`src/rtl/mips32_prog_loader_if.sv`:
```
// Word-stream handshake that feeds load records into mips32_prog_loader.
interface mips32_prog_loader_if;
   logic        in_valid;
   logic        in_ready;
   logic [31:0] in_data;

   modport master (output in_valid, output in_data, input in_ready);
   modport slave  (input in_valid, input in_data, output in_ready);
endinterface

```
`src/rtl/mips32_prog_loader.sv`:
```
// Stream-driven program/data loader for pipe_mips32: LOAD records fill memory, START releases the core.
// Defining LOADER_CHECKSUM_EN adds a trailing wrap-around sum word to every non-empty LOAD record.
module mips32_prog_loader #(
   parameter int         MEM_AW = 10,
   parameter logic [7:0] MAGIC  = 8'hA5
) (
   input  logic                clk1,
   input  logic                reset,
   mips32_prog_loader_if.slave in_stream,
   output logic                mem_we,
   output logic [MEM_AW-1:0]   mem_addr,
   output logic [31:0]         mem_wdata,
   output logic                cpu_hold,
   output logic                cpu_start,
   output logic [MEM_AW-1:0]   start_pc,
   output logic                busy,
   output logic                error,
   output logic [15:0]         words_loaded
);
`ifdef LOADER_CHECKSUM_EN
   typedef enum logic [2:0] {IDLE, ADDR, DATA, CSUM, RUN, ERROR} state_t;
`else
   typedef enum logic [2:0] {IDLE, ADDR, DATA, RUN, ERROR} state_t;
`endif

   state_t            state;
   state_t            state_next;
   logic              ready;
   logic              accept;
   logic              mem_we_q;
   logic [MEM_AW-1:0] remaining;
   logic [MEM_AW-1:0] next_addr;
   logic [7:0]        hdr_magic;
   logic [7:0]        hdr_type;
   logic [MEM_AW-1:0] hdr_low;
`ifdef LOADER_CHECKSUM_EN
   logic [31:0]       sum;
`endif

   assign hdr_magic = in_stream.in_data[31:24];
   assign hdr_type  = in_stream.in_data[23:16];
   assign hdr_low   = in_stream.in_data[MEM_AW-1:0];

   always_ff @(posedge clk1) begin
      if (reset) state <= IDLE;
      else       state <= state_next;
   end

   // Ready is forced low while reset is asserted so nothing is accepted in the reset cycle.
   always_comb begin
      state_next = state;
      ready      = 1'b0;
      case (state)
         IDLE, ADDR, DATA: ready = !reset;
`ifdef LOADER_CHECKSUM_EN
         CSUM:             ready = !reset;
`endif
         default:          ready = 1'b0;
      endcase
      accept = in_stream.in_valid && ready;
      if (accept) begin
         case (state)
            IDLE: begin
               if (hdr_magic != MAGIC)     state_next = ERROR;
               else if (hdr_type == 8'h01) state_next = ADDR;
               else if (hdr_type == 8'h02) state_next = RUN;
               else                        state_next = ERROR;
            end
            ADDR: state_next = (remaining == '0) ? IDLE : DATA;
            DATA: begin
               if (remaining == MEM_AW'(1)) begin
`ifdef LOADER_CHECKSUM_EN
                  state_next = CSUM;
`else
                  state_next = IDLE;
`endif
               end
            end
`ifdef LOADER_CHECKSUM_EN
            CSUM: state_next = (in_stream.in_data == sum) ? IDLE : ERROR;
`endif
            default: state_next = state;
         endcase
      end
   end

   assign in_stream.in_ready = ready;

   // Writes are registered one cycle after the data word is accepted; next_addr wraps naturally.
   always_ff @(posedge clk1) begin
      if (reset) begin
         remaining    <= '0;
         next_addr    <= '0;
         mem_we_q     <= 1'b0;
         mem_addr     <= '0;
         mem_wdata    <= '0;
         cpu_hold     <= 1'b1;
         cpu_start    <= 1'b0;
         start_pc     <= '0;
         words_loaded <= '0;
`ifdef LOADER_CHECKSUM_EN
         sum          <= '0;
`endif
      end else begin
         mem_we_q  <= 1'b0;
         cpu_start <= 1'b0;
         if (accept) begin
            case (state)
               IDLE: begin
                  remaining <= hdr_low;
                  if (state_next == RUN) begin
                     start_pc  <= hdr_low;
                     cpu_start <= 1'b1;
                     cpu_hold  <= 1'b0;
                  end
               end
               ADDR: begin
                  next_addr <= hdr_low;
`ifdef LOADER_CHECKSUM_EN
                  sum       <= '0;
`endif
               end
               DATA: begin
                  mem_we_q  <= 1'b1;
                  mem_addr  <= next_addr;
                  mem_wdata <= in_stream.in_data;
                  next_addr <= next_addr + MEM_AW'(1);
                  remaining <= remaining - MEM_AW'(1);
`ifdef LOADER_CHECKSUM_EN
                  sum       <= sum + in_stream.in_data;
`endif
                  if (words_loaded != 16'hFFFF) words_loaded <= words_loaded + 16'd1;
               end
               default: remaining <= remaining;
            endcase
         end
      end
   end

   // A write still pending when reset arrives is squashed so the core never sees it.
   assign mem_we = mem_we_q && !reset;

`ifdef LOADER_CHECKSUM_EN
   assign busy  = (state == ADDR) || (state == DATA) || (state == CSUM);
`else
   assign busy  = (state == ADDR) || (state == DATA);
`endif
   assign error = (state == ERROR);
endmodule

```
`src/flat_wrapper.sv`:
```
// flat-port wrapper written by rule: the top's interface ports become plain ports
module mips32_prog_loader_flat 
#(
   parameter int         MEM_AW = 10,
   parameter logic [7:0] MAGIC  = 8'hA5
)
  (clk1, reset, mem_we, mem_addr, mem_wdata, cpu_hold, cpu_start, start_pc, busy, error, words_loaded, in_stream_in_valid, in_stream_in_data, in_stream_in_ready);
  mips32_prog_loader_if in_stream_i ();
  input  logic clk1;
  input  logic reset;
  output logic mem_we;
  output logic [MEM_AW-1:0] mem_addr;
  output logic [31:0] mem_wdata;
  output logic cpu_hold;
  output logic cpu_start;
  output logic [MEM_AW-1:0] start_pc;
  output logic busy;
  output logic error;
  output logic [15:0] words_loaded;
  input wire logic [$bits(in_stream_i.in_valid)-1:0] in_stream_in_valid;
  input wire logic [$bits(in_stream_i.in_data)-1:0] in_stream_in_data;
  output wire logic [$bits(in_stream_i.in_ready)-1:0] in_stream_in_ready;
  assign in_stream_i.in_valid = in_stream_in_valid;
  assign in_stream_i.in_data = in_stream_in_data;
  assign in_stream_in_ready = in_stream_i.in_ready;
  mips32_prog_loader #(.MEM_AW(MEM_AW), .MAGIC(MAGIC)) u_core (.clk1(clk1), .reset(reset), .in_stream(in_stream_i), .mem_we(mem_we), .mem_addr(mem_addr), .mem_wdata(mem_wdata), .cpu_hold(cpu_hold), .cpu_start(cpu_start), .start_pc(start_pc), .busy(busy), .error(error), .words_loaded(words_loaded));
endmodule
```
`config.mk`:
```
export PLATFORM = sky130hd
export DESIGN_NAME = mips32_prog_loader_flat
export DESIGN_NICKNAME = d
export VERILOG_FILES = /design/src/rtl/mips32_prog_loader_if.sv /design/src/rtl/mips32_prog_loader.sv /design/src/flat_wrapper.sv
export SDC_FILE = /design/constraint.sdc
export NUM_CORES = 1
export LEC_CHECK = 0
export CELL_PAD_IN_SITES_DETAIL_PLACEMENT = 1
export CELL_PAD_IN_SITES_GLOBAL_PLACEMENT = 1
export CORE_ASPECT_RATIO = 1.1
export CORE_UTILIZATION = 32
export DETAILED_ROUTE_END_ITERATION = 8
export MAX_ROUTING_LAYER = met4
export PLACE_DENSITY_LB_ADDON = 0.1
export SLEW_MARGIN = 20
export SYNTH_ARGS = -nofsm -noshare
export SYNTH_HDL_FRONTEND = slang
export SYNTH_SLANG_ARGS = --single-unit
```
`constraint.sdc`:
```
create_clock -name clk1 -period 2.5 [get_ports clk1]
set_clock_uncertainty 0.2 [all_clocks]
set_input_delay 0.375 -clock clk1 [delete_from_list [all_inputs] [get_ports clk1]]
set_output_delay 0.375 -clock clk1 [all_outputs]
set_load 0.1 [all_outputs]
```
==> impl_metrics.env <==
export IMPL_status="finished, violations left"
export IMPL_failed_checks="design-rule violations"
export IMPL_wl_per_cell_um=16.0
export IMPL_worstMarginPinSlew_ps=736
export IMPL_die_h_um=123
export IMPL_cpMaxStageDelayCell="or4_4"
export IMPL_reg2reg_slack_ps=130
export IMPL_crit_path_end_kind="register"
export IMPL_port_buffers=108
export IMPL_fin_crit_ps=2410
export IMPL_clkSinkCount=94
export IMPL_chipWidth_um=112
export IMPL_arrival_ps=2420
export IMPL_ant_nets=0
export IMPL_rsz0062_at_grt="false"
export IMPL_first_iter_violations=167
export IMPL_grt_overflow=0
export IMPL_synth_adder_area_share_pct=1.47
export IMPL_dr_pass1_iters=6
export IMPL_rr_worst_depth=9
export IMPL_cp_required_ps=2510
export IMPL_fillCellCount=1565
export IMPL_leakagePower_uw=0.00224
export IMPL_num_nets_final=678
export IMPL_slew_headroom_pct=51.0
export IMPL_grt_pass1_wl_um=21000
export IMPL_synth_mux_area_fraction_pct=2.83
export IMPL_r2r_end="u_core.start_pc[2]"
export IMPL_cts_buffers_inserted=9
export IMPL_gp_congestion=0.866
export IMPL_syn_area_sq_mm=0.00425
export IMPL_synth_compound_area_share_pct=15.1
export IMPL_stdcell_count=800
export IMPL_hpwl_um=8710
export IMPL_root_buffer="clkbuf_16"
export IMPL_viasPerCell=5.13
export IMPL_yosys_area_share_simple_pct=29.0
export IMPL_syn_nets=573
export IMPL_syn_instance_count=533
export IMPL_synth_async_sr_flop_share_pct=0
export IMPL_synth_seq_cells=94
export IMPL_dieArea_sq_mm=0.0138
export IMPL_synth_edf_count=0
export IMPL_min_period_over_period_pct=96.3
export IMPL_clock_latency_ps=340
export IMPL_cp_num_buf_inv=1
export IMPL_synth_xor_area_share_pct=3.09
export IMPL_power_density_mw_per_mm2=542
export IMPL_fmax_ghz=0.415
export IMPL_drive_above_1_share_pct=21.3
export IMPL_drc_errors=8
export IMPL_avgSynthCellArea_sq_um=7.98
export IMPL_grt_max_degree=76
export IMPL_hold_viol=0
export IMPL_cap_violations=0
export IMPL_yosys_warnings=0
export IMPL_yosys_area_top_type_share_pct=44.3
export IMPL_clock_path_buffers=2
export IMPL_path_clk_slew_ps=70
export IMPL_grtUsageTotal_pct=19.9
export IMPL_critPathMaxStageDelay_ps=560
export IMPL_crit_end="u_core.words_loaded[12]"
export IMPL_initial_core_util_pct=33.2
export IMPL_wl_um=12800
export IMPL_yosys_top_cells_area="dfxtp_1 44%, nand2_1 9.7%, a21oi_1 8.1%, nor2_1 3.5%, nand2b_1 3.4%"
export IMPL_h_tree_depth=3
export IMPL_n_antenna_cell=0
export IMPL_synth_top_family_by_area="simple AND/OR/NAND/NOR gates"
export IMPL_grt_pass1_vias=4163
export IMPL_holdCritPathClass="in -> reg"
export IMPL_antenna_found_initial=0
export IMPL_worstSetupPathType="in -> reg"
export IMPL_worstPathMaxFanout=6
export IMPL_cp_num_cells=6
export IMPL_peakVddDrop_mv=0.205
export IMPL_synth_seq_area_share_pct=44.3
export IMPL_cts_tree="yes"
export IMPL_via_count=4107
export IMPL_critPathTopFamily="simple AND/OR/NAND/NOR gates"
export IMPL_area_delta_synth_final_pct=37.3
export IMPL_row_count=43
export IMPL_r2r_start="u_core.remaining[1]"
export IMPL_boundaryPins=109
export IMPL_yosysTopAreaCell="dfxtp_1"
export IMPL_setup_viol=0
export IMPL_drv_slew=0
export IMPL_synth_distinct_cells=49
export IMPL_setup_tns_ps=0
export IMPL_crit_chain="clkdlybuf4s50_1 -> or4b_4 -> or4_4 -> nor4_4 -> xnor2_1 -> nor2_1"
export IMPL_crit_start="in_stream_in_valid"
export IMPL_dp_cells=782
export IMPL_setup_worst_path_start_class="input port"
export IMPL_core_sq_mm=0.0128
export IMPL_synth_ff_type="dfxtp_1"
## cells in the final DEF, fill, tap and decap left out, types with 8 or more instances in the layout
cell             count
a21oi_1             69
and3_1               8
buf_4               88
clkbuf_16            9
clkdlybuf4s50_1     26
dfxtp_1             87
mux2i_1             12
nand2_1            110
nand2b_1            23
nand3_1             14
nand4_1              9
nor2_1              39
o21ai_0             19
xor2_1              10
## cells in the mapped netlist (2+ instances only)
library cell and n:
a31oi_1 2, and4_1 2, clkbuf_1 29, o211ai_1 4, buf_6 2, and3_1 8, or4_1 5, or3b_2 4
a21oi_1 69, ha_1 5, xor2_1 10, or3_1 4, mux2i_1 12, inv_1 7, nor4_1 4, nand4_1 9
nor3b_1 3, buf_2 3, nand3b_1 2, nand2b_1 23, a22oi_1 2, nor2_1 40, nor2b_1 2, nor3_1 10
xnor2_1 5, dfxtp_1 94, and2_1 4, a21o_1 3, a22o_1 2, nand2_1 110, o21ai_0 19, a211oi_1 4
o31ai_1 2, nand3_1 14
## per-stage QoR
step	hold WS, ps	total power [uW]	setup WS [ps]	utilization [%]	area [sq um]
2_1_floorplan	245	1670	-60.1	-	4280
3_3_place_gp	243	1780	-477	42.5	5440
6_report	126	3160	91.8	45.6	5840
4_1_cts	227	3200	5.47	45.3	5800
5_1_grt	123	3280	5.87	45.6	5840
3_5_place_dp	248	1790	-495	42.5	5440
## state kept, by name, indices dropped and copies added (netlist names)
name / cells
u_core.cpu_hold: 1
u_core.cpu_start: 1
u_core.mem_addr: 10
u_core.mem_wdata: 32
u_core.mem_we_q: 1
u_core.next_addr: 10
u_core.remaining: 10
u_core.start_pc: 10
u_core.state: 3
u_core.words_loaded: 16
## tightest hold or removal path, delay by kind of cell
kind	cells	cell delay [ps]
buf+inv	1	130
simple gates	1	60
compound gates	1	50
## area by class of cell
cell class,count,area [sq um],area share [%]
timing repair buffer,130,1180,20.2
clock inverter,4,45.0,0.772
tap,157,196,3.37
multi-input combinational,396,2240,38.4
clock buffer,12,256,4.40
inverter,7,26.3,0.450
sequential,94,1890,32.4
## kinds of logic after synthesis
logic type / after synthesis
flops: 94
fa+ha+maj: 5
xor+xnor: 15
simple gates: 251
mux: 12
buf+inv: 43
compound gates: 113
## worst min path at each step
| stage | startpoint | end | slack (ps) | cells after the start |
|---|---|---|---|---|
| finish | in_stream_in_data[27] | u_core.mem_wdata[27] | 130 | 3 |
| detailed placement | u_core.mem_wdata[28] | u_core.mem_wdata[28] | 250 | 2 |
| floorplan | u_core.next_addr[9] | u_core.mem_addr[9] | 240 | 2 |
| global route | in_stream_in_data[27] | u_core.mem_wdata[27] | 120 | 3 |
| CTS | in_stream_in_data[21] | u_core.mem_wdata[21] | 230 | 3 |
| global placement | u_core.mem_wdata[0] | u_core.mem_wdata[0] | 240 | 2 |
## power by group
group / total [uW] / switching (uW) / internal [uW]
Combinational: 233 / 126 / 107
Clock: 1410 / 585 / 826
Sequential: 1520 / 12.4 / 1510
Total: 3160 / 724 / 2440
## routing by layer
layer | up-vias | global-route usage, % | part of all wire [%]
met4 | 0 | 6.33 | 1.2
met2 | 79 | 31.4 | 47
met3 | 11 | 3.82 | 4.1
li1 | 2038 | - | -
met5 | - | - | 0
met1 | 1979 | 25.9 | 48
## what timing repair did
action                                  in CTS  in global routing
cloned                                       1                  0
hold buffers                                 0                  0
pin swaps                                    2                  4
endpoints found under the setup margin      11                 13
buffers inserted                             1                  1
gates resized for setup                      8                 10
(Power assumes the default switching activity.)
